`config.mk`:
```
export PLATFORM = sky130hd
export DESIGN_NAME = tile_ws_grid
export DESIGN_NICKNAME = d
export VERILOG_FILES = /design/src/rtl/tile_ws_grid_pkg.sv /design/src/rtl/tile_ws_grid_pe_ws_cell.sv /design/src/rtl/tile_ws_grid.sv
export SDC_FILE = /design/constraint.sdc
export NUM_CORES = 2
export LEC_CHECK = 0
export CORE_ASPECT_RATIO = 1.2
export CORE_MARGIN = 2
export CORE_UTILIZATION = 63
export CTS_CLUSTER_SIZE = 8
export DETAILED_ROUTE_END_ITERATION = 16
export GPL_TIMING_DRIVEN = 0
export HOLD_SLACK_MARGIN = 0.12
export PLACE_DENSITY = 0.94
export SLEW_MARGIN = 20
export SYNTH_ARGS = -nofsm -noshare
export SYNTH_HDL_FRONTEND = slang
export SYNTH_HIERARCHICAL = 1
export SYNTH_SLANG_ARGS = --single-unit
```
`constraint.sdc`:
```
create_clock -name clock -period 13.2 [get_ports clock]
set_input_delay 2.64 -clock clock [delete_from_list [all_inputs] [get_ports clock]]
set_output_delay 2.64 -clock clock [all_outputs]
set_load 0.02 [all_outputs]
```
`src/rtl/tile_ws_grid_pkg.sv`:
```
// Shared tile parameters: default datapath widths and the bottom-row rounding shift.
package tile_ws_grid_pkg;

  localparam int unsigned TILE_A_W     = 8;
  localparam int unsigned TILE_B_W     = 19;
  localparam int unsigned TILE_D_W     = 32;
  localparam int unsigned TILE_SHIFT_W = 5;

  // Round-half-up arithmetic shift of a w-bit value carried in 64 bits; wraps mod 2^w.
  function automatic logic [63:0] round_shift(input logic [63:0] psum,
                                              input int unsigned s,
                                              input int unsigned w);
    int unsigned       sc;
    logic [63:0]       rnd;
    logic [63:0]       sum;
    logic signed [63:0] sext;
    sc   = (s > w - 1) ? w - 1 : s;
    rnd  = (sc > 0) ? (64'd1 << (sc - 1)) : 64'd0;
    sum  = psum + rnd;
    sext = $signed(sum << (64 - w)) >>> (64 - w);
    return sext >>> sc;
  endfunction

endpackage

```
`src/rtl/tile_ws_grid_pe_ws_cell.sv`:
```
// One weight-stationary PE: double-buffered weights, activation pass-through, psum accumulate.
module pe_ws_cell
  import tile_ws_grid_pkg::*;
#(
  parameter int unsigned A_W     = TILE_A_W,
  parameter int unsigned B_W     = TILE_B_W,
  parameter int unsigned D_W     = TILE_D_W,
  parameter int unsigned SHIFT_W = TILE_SHIFT_W
) (
  input  logic               clock,
  input  logic               reset,
  input  logic [A_W-1:0]     i_a,
  input  logic [B_W-1:0]     i_b,
  input  logic               i_b_shift,
  input  logic [D_W-1:0]     i_d,
  input  logic               i_prop,
  input  logic [SHIFT_W-1:0] i_shift,
  input  logic               i_valid,
  output logic [A_W-1:0]     o_a,
  output logic [B_W-1:0]     o_b,
  output logic [D_W-1:0]     o_psum,
  output logic               o_prop,
  output logic [SHIFT_W-1:0] o_shift,
  output logic               o_valid
);

  localparam int unsigned P_W = (A_W + B_W > D_W) ? A_W + B_W : D_W;

  logic [B_W-1:0]     r_w0, r_w1;
  logic               r_act, r_last_prop;
  logic [A_W-1:0]     r_a;
  logic [D_W-1:0]     r_psum;
  logic               r_prop;
  logic [SHIFT_W-1:0] r_shift;
  logic               r_valid;

  logic               w_flip;
  logic               w_act;
  logic [B_W-1:0]     w_wt;
  logic signed [P_W-1:0] w_prod;
  logic [D_W-1:0]     w_sum;

  // A flip lands before the compute and before any chain write in the same cycle.
  assign w_flip = i_valid && (i_prop != r_last_prop);
  assign w_act  = r_act ^ w_flip;
  assign w_wt   = w_act ? r_w1 : r_w0;
  assign w_prod = P_W'($signed(i_a)) * P_W'($signed(w_wt));
  assign w_sum  = i_d + w_prod[D_W-1:0];

  always_ff @(posedge clock) begin
    if (reset) begin
      r_w0        <= '0;
      r_w1        <= '0;
      r_act       <= 1'b0;
      r_last_prop <= 1'b0;
      r_a         <= '0;
      r_psum      <= '0;
      r_prop      <= 1'b0;
      r_shift     <= '0;
      r_valid     <= 1'b0;
    end else begin
      r_a     <= i_a;
      r_valid <= i_valid;
      if (w_flip) begin
        r_act       <= w_act;
        r_last_prop <= i_prop;
      end
      if (i_valid) begin
        r_psum  <= w_sum;
        r_prop  <= i_prop;
        r_shift <= i_shift;
      end
      if (i_b_shift) begin
        if (w_act) r_w0 <= i_b;
        else       r_w1 <= i_b;
      end
    end
  end

  assign o_a     = r_a;
  assign o_b     = r_act ? r_w0 : r_w1;
  assign o_psum  = r_psum;
  assign o_prop  = r_prop;
  assign o_shift = r_shift;
  assign o_valid = r_valid;

endmodule

```
`src/rtl/tile_ws_grid.sv`:
```
// ROWS x COLS weight-stationary PE grid; activations flow right, psums and weights flow down.
module tile_ws_grid
  import tile_ws_grid_pkg::*;
#(
  parameter int unsigned ROWS    = 2,
  parameter int unsigned COLS    = 2,
  parameter int unsigned A_W     = TILE_A_W,
  parameter int unsigned B_W     = TILE_B_W,
  parameter int unsigned D_W     = TILE_D_W,
  parameter int unsigned SHIFT_W = TILE_SHIFT_W
) (
  input  logic                    clock,
  input  logic                    reset,
  input  logic [ROWS*A_W-1:0]     io_in_a,
  input  logic [COLS*B_W-1:0]     io_in_b,
  input  logic [COLS-1:0]         io_in_b_shift,
  input  logic [COLS*D_W-1:0]     io_in_d,
  input  logic [COLS-1:0]         io_in_control_propagate,
  input  logic [COLS*SHIFT_W-1:0] io_in_control_shift,
  input  logic [COLS-1:0]         io_in_valid,
  output logic [ROWS*A_W-1:0]     io_out_a,
  output logic [COLS*B_W-1:0]     io_out_b,
  output logic [COLS*D_W-1:0]     io_out_c,
  output logic [COLS-1:0]         io_out_control_propagate,
  output logic [COLS*SHIFT_W-1:0] io_out_control_shift,
  output logic [COLS-1:0]         io_out_valid
);

  logic [A_W-1:0]     w_a     [ROWS][COLS+1];
  logic [B_W-1:0]     w_b     [ROWS+1][COLS];
  logic [D_W-1:0]     w_d     [ROWS+1][COLS];
  logic               w_prop  [ROWS+1][COLS];
  logic [SHIFT_W-1:0] w_shift [ROWS+1][COLS];
  logic               w_valid [ROWS+1][COLS];

  for (genvar r = 0; r < ROWS; r++) begin : g_row
    assign w_a[r][0]               = io_in_a[r*A_W +: A_W];
    assign io_out_a[r*A_W +: A_W]  = w_a[r][COLS];

    for (genvar c = 0; c < COLS; c++) begin : g_col
      pe_ws_cell #(
        .A_W    (A_W),
        .B_W    (B_W),
        .D_W    (D_W),
        .SHIFT_W(SHIFT_W)
      ) u_cell (
        .clock    (clock),
        .reset    (reset),
        .i_a      (w_a[r][c]),
        .i_b      (w_b[r][c]),
        .i_b_shift(io_in_b_shift[c]),
        .i_d      (w_d[r][c]),
        .i_prop   (w_prop[r][c]),
        .i_shift  (w_shift[r][c]),
        .i_valid  (w_valid[r][c]),
        .o_a      (w_a[r][c+1]),
        .o_b      (w_b[r+1][c]),
        .o_psum   (w_d[r+1][c]),
        .o_prop   (w_prop[r+1][c]),
        .o_shift  (w_shift[r+1][c]),
        .o_valid  (w_valid[r+1][c])
      );
    end
  end

  for (genvar c = 0; c < COLS; c++) begin : g_col_io
    assign w_b[0][c]     = io_in_b[c*B_W +: B_W];
    assign w_d[0][c]     = io_in_d[c*D_W +: D_W];
    assign w_prop[0][c]  = io_in_control_propagate[c];
    assign w_shift[0][c] = io_in_control_shift[c*SHIFT_W +: SHIFT_W];
    assign w_valid[0][c] = io_in_valid[c];

    // Only the bottom row applies the rounding shift.
    assign io_out_c[c*D_W +: D_W] =
      D_W'(round_shift(64'(w_d[ROWS][c]), 32'(w_shift[ROWS][c]), D_W));
    assign io_out_b[c*B_W +: B_W]                 = w_b[ROWS][c];
    assign io_out_control_propagate[c]            = w_prop[ROWS][c];
    assign io_out_control_shift[c*SHIFT_W +: SHIFT_W] = w_shift[ROWS][c];
    assign io_out_valid[c]                        = w_valid[ROWS][c];
  end

endmodule

```
**Yosys cells after proc, flatten, opt, wreduce, memory -nomap -nowiden**

Index checks and enable logic that the tools add are counted.

- Input port bits: 136
- Flip-flop bits (word level): 348
- Word-level logic and storage cells: 88
- Output and inout bits: 132

- Muxes and demuxes: 10
- Reductions and logical operators: 12
- Order comparisons: 2
- $mul: 4
- Add/subtract/negate cells: 8
- Bitwise logic cells: 8
- Shift-type cells: 4
- Equal/unequal tests: 4

Operators with widths:

| cell | count |
|---|---|
| adder 32 bit | 6 |
| two-way mux 19 bit | 8 |
| multiplier 8 x 19 -> 27 bit | 4 |
| two-way mux 32 bit | 2 |
| << shifter 1 x 32 -> 32 bit (first input constant) | 2 |
| >>> shifter 32 x 5 -> 32 bit | 2 |
| AND reduction 2 bit | 8 |
| subtractor 5 x 1 -> 6 bit (second input constant) | 2 |
| > comparator 5 x 1 -> 1 bit (second input constant) | 2 |
| logical AND 1 bit | 4 |
| inequality test 1 bit | 4 |
| NOT 1 bit | 4 |
| XOR 1 bit | 4 |

**Depth between registers and ports, before layout**

- Depth in word-level cells: 6
- Gate-level depth with buffers: 36
- Depth with buffers taken out: 34

**By module**

Netlist, hierarchy kept.

Modules (own cells, without submodules):

| module | instances | sequential area each (um^2) | cells an instance | area an instance (um^2) |
|---|---|---|---|---|
| pe_ws_cell at g_row[1].g_col[1].u_cell | 1 | 1741.7 | 1233 | 10482.6 |
| pe_ws_cell at g_row[1].g_col[0].u_cell | 1 | 1741.7 | 1207 | 10458.8 |
| pe_ws_cell at g_row[0].g_col[1].u_cell | 1 | 1741.7 | 1187 | 10357.4 |
| pe_ws_cell at g_row[0].g_col[0].u_cell | 1 | 1741.7 | 1202 | 10312.4 |
| tile_ws_grid | 1 | 0.0 | 1387 | 9138.8 |

**Worst setup path before layout**

OpenSTA, ideal clock, no wires.

- Kind: input-to-reg
- Start: in io_in_control_propagate[1]
- End: reg g_row[0].g_col[1].u_cell.r_psum[31]
- Stages: 32
- Setup slack: 3.061 ns
- Data required time: 13.121 ns
- Data arrival time: 10.059 ns
- Path buffers: 1
- Library setup time: 0.079 ns
- Cell sequence: xor2_1 > nand2_1 > xor2_1 > clkbuf_1 > mux2i_1 > nand2_1 > fa_1 > fa_1 > inv_1 > fa_1 > inv_1 > fa_1 > inv_1 > ha_1 > o211ai_1 > o211ai_2 > nand2_2 > o311ai_4 > a221o_2 > a21o_2 > a21oi_1 > xnor2_1 > ha_1 > a211oi_1 > nand2_1 > o311ai_1 > o21ai_2 > a21oi_1 > o31ai_1 > a21oi_1 > xor3_1 > a211oi_2

- Longest elaborated chain between the ends: 6

Ends and longest elaborated chain:

| what | RTL line | source |
|---|---|---|
| start, declared | tile_ws_grid.sv:18 | `input logic [COLS-1:0] io_in_control_propagate,` |
| inequality test 1 bit | tile_ws_grid_pe_ws_cell.sv:44 | `assign w_flip = i_valid && (i_prop != r_last_prop);` |
| logical AND 1 bit | tile_ws_grid_pe_ws_cell.sv:44 |  |
| XOR 1 bit | tile_ws_grid_pe_ws_cell.sv:45 | `assign w_act = r_act ^ w_flip;` |
| two-way mux 19 bit | tile_ws_grid_pe_ws_cell.sv:46 | `assign w_wt = w_act ? r_w1 : r_w0;` |
| multiplier 8 x 19 -> 27 bit | tile_ws_grid_pe_ws_cell.sv:47 | `assign w_prod = P_W'($signed(i_a)) * P_W'($signed(w_wt));` |
| adder 32 bit | tile_ws_grid_pe_ws_cell.sv:48 | `assign w_sum = i_d + w_prod[D_W-1:0];` |
| end signal, assigned | tile_ws_grid_pe_ws_cell.sv:69 | `r_psum <= w_sum;` |
| end, declared | tile_ws_grid_pe_ws_cell.sv:32 | `logic [D_W-1:0] r_psum;` |

Every way passes these cells.
A chain may end at the register's enable or synchronous reset.

**Final worst setup path**

Ends and elaborated chain as after synthesis.

==> results.json <==
{
  "status": "complete, no violations",
  "grt_pass1_wl_um": 263000,
  "crit_path_start_kind": "primary input",
  "min_path_type": "register to register",
  "final_common_cell": "inv_1",
  "io_pins": 268,
  "fp.dieH_um": 315,
  "critical_path_class": "primary input to register",
  "max_freq_ghz": 0.0820,
  "via_per_inst": 6.42,
  "setup_tns_ns": 0,
  "clk_pin_slew_ns": 0.05,
  "clock-sinks": 348,
  "dieArea_mm2": 0.0829,
  "fin_crit_sh_pct": 92.4,
  "finalNonFillerCells": 7573,
  "antenna_left": 0,
  "start_util_pct": 63.3,
  "clockBufferDepth": 3,
  "cts-root-buf": "clkbuf_16",
  "worst_hold_slack_ns": 0.468,
  "first_pass_iters": 6,
  "slowest_delay_ns": 1.03,
  "hpwl_um": 131000,
  "timing.final.crit_period_ns": 12.19,
  "grt_pass1_vias": 50129,
  "rows": 114,
  "slew_violations": 0,
  "die-width_um": 263,
  "p_per_area_mw_per_mm2": 110,
  "synth-seq-cells": 348,
  "async_reset_ff_share_pct": 0,
  "port-buffer-count": 250,
  "fillers": 5751,
  "ir_drop_mv": 0.125,
  "core-area_mm2": 0.0802,
  "initialDrtViolationCount": 4724,
  "ys_types": 124,
  "post_cts_buffers": 0,
  "syn_area_mm2": 0.0507,
  "cts_hold_buf": 0,
  "final_nets": 7555,
  "critical_path.most_common_cell": "fa_1",
  "relSlewSlack_pct": 11.2,
  "syn_area_per_cell_um2": 8.16,
  "power.static_leakage_nw": 25.4,
  "skew_ns": 0.0558,
  "synth_edf_count": 0,
  "clk_latency_ns": 0.62,
  "overflow": 0,
  "drc": 0,
  "synth_top_flop_cell": "dfxtp_1",
  "drive_gt1_share_pct": 4.84,
  "cp.required_ns": 13.68,
  "arrival_ns": 12.67,
  "syn_to_final_growth_pct": 10.3,
  "worst_pin_slew_ns": 1.29,
  "hold_viol": 0,
  "yosys_warnings": 6,
  "rsz0062_at_grt": "false",
  "grt_start_max_net_pins": 16,
  "synth.area.top_cells": "fa_1 (19%), dfxtp_1 (14%), ha_1 (10%), nor2b_1 (6.4%), inv_1 (5.7%)",
  "grt.total_usage_pct": 39.8,
  "synthCells": 6216,
  "route.vias.total": 48656,
  "antenna_found_initial": 6,
  "worst_path_max_delay_cell": "mux2i_1",
  "globalplace.congestion": 1.03,
  "cts_tree": "yes",
  "worstPathMaxFanout": 10,
  "synth_top_cell_by_area": "fa_1",
  "yosysSeqAreaShare_pct": 13.7,
  "synth_top_area_share_pct": 19.3,
  "ctsHtreeMaxLevel": 2,
  "synth.net_count": 7252,
  "post_drt_wl_per_cell_um": 22.3,
  "cts_buffers": 51,
  "wl_um": 169000,
  "placed_cells": 7510,
  "setup_violations": 0,
  "drv_cap": 0,
  "final_cell_mix": "inv_1 (769), nand2_1 (599), nor2b_1 (520)",
  "end_kind": "register",
  "postCtsResizedCells": 0,
  "power.total_mw": 6.18
}
## kinds of logic (layout without fill, tap and decap cells)
| group | Yosys count | in the layout | synth area share (%) |
|---|---|---|---|
| flip-flops | 348 | 348 | 13.7 |
| adder cells (fa/ha/maj) | 900 | 900 | 29.4 |
| buffers and inverters | 1052 | 1362 | 7.91 |
| AO/OA/AOI/OAI | 1240 | 1240 | 16.2 |
| multiplexers | 342 | 342 | 7.55 |
| other | 0 | 3 | 0 |
| AND/OR/NAND/NOR | 2071 | 2071 | 20.4 |
| XOR/XNOR | 263 | 263 | 4.71 |
## critical path, delay by kind of cell
kind | cells | cell delay, ns
compound gates | 12 | 2.74
xor+xnor | 4 | 1.19
fa+ha+maj | 6 | 2.77
buf+inv | 4 | 1.35
mux | 1 | 1.03
simple gates | 5 | 0.91
## flip-flops by register name, indices dropped and copies added (netlist names)
signal and flops:
g_row.g_col.u_cell/o_psum 128, g_row.g_col.u_cell/r_w0 76, g_row.g_col.u_cell/r_w1 76, g_row.g_col.u_cell/o_a 32
g_row.g_col.u_cell/o_shift 20, g_row.g_col.u_cell/o_prop 4, g_row.g_col.u_cell/o_valid 4, g_row.g_col.u_cell/r_act 4
g_row.g_col.u_cell/r_last_prop 4
## per-layer routing
metal	vias up	track usage, %	share of wire [%]
met4	8	33.6	9.8
met3	1021	7.27	9.1
met5	-	0	0.032
met2	2992	68.1	47
li1	21380	-	-
met1	23255	42.9	34
## per-stage QoR
step / cell area [µm²] / setup WS [ns] / util, %
6_report: 56000 / 1.01 / 69.8
5_1_grt: 56000 / 0.529 / 69.8
4_1_cts: 55900 / 1.26 / 69.8
3_5_place_dp: 54600 / 0.916 / 68.1
3_3_place_gp: 54600 / 1.24 / 68.1
2_1_floorplan: 50700 / 3.06 / -
## worst paths after layout
kind / from / end / slack, ns / cells past startpoint
worst min register to register: g_row[1].g_col[0].u_cell/r_w0[11] / g_row[1].g_col[0].u_cell/r_w0[11] / 0.47 / 2
worst min-delay path: g_row[1].g_col[0].u_cell/r_w0[11] / g_row[1].g_col[0].u_cell/r_w0[11] / 0.47 / 2
worst max register to register: g_row[0].g_col[1].u_cell/o_valid / g_row[1].g_col[1].u_cell/o_psum[31] / 2.53 / 32
worst max-delay path: io_in_control_propagate[1] / g_row[0].g_col[1].u_cell/o_psum[31] / 1.01 / 32
## synth_stat cells, types with 11 or more instances
cell type    n
dfxtp_1    348
xnor2_1    181
nand3_1     86
xor2_1      75
or3_1       27
nand2b_1    97
nor3_1      71
o21a_1      51
o221ai_1    11
o211ai_1    48
o21bai_1    36
ha_1       410
or2_2       19
a21oi_1    466
buf_1       26
o31ai_1     14
and2_1      82
o311ai_0    14
nand4_1     38
fa_1       490
a21o_1      98
nor2_1     421
a31oi_1     37
mux2_2      92
clkbuf_1   218
nor2b_1    520
nand2_1    599
a211oi_1    57
inv_1      769
buf_2       24
a31o_2      12
and3_1      26
or4_1       13
o21ai_0    143
o21ai_1     23
mux4_2      23
a211o_1     24
a221o_1     11
o22ai_1     27
mux2i_1    226
## power by group
part | total [mW] | internal, mW | switching, mW | leakage (nW)
clock network | 1.18 | 0.690 | 0.489 | 0.677
registers | 1.30 | 1.18 | 0.119 | 2.85
logic | 3.71 | 1.48 | 2.22 | 21.9
## layout make-up
class                      count  area (µm²)  area share (%)
timing repair buffer         250        2500            4.47
inverter                     775        2910            5.20
sequential                   348        6970            12.4
multi-input combinational   4816       39800            71.1
clock buffer                  53        1290            2.31
tap                         1044        1310            2.33
antenna                        3        7.51          0.0134
buffer                       277        1110            1.98
clock inverter                 7        92.6           0.165
Power figures use the tool's default switching activity.
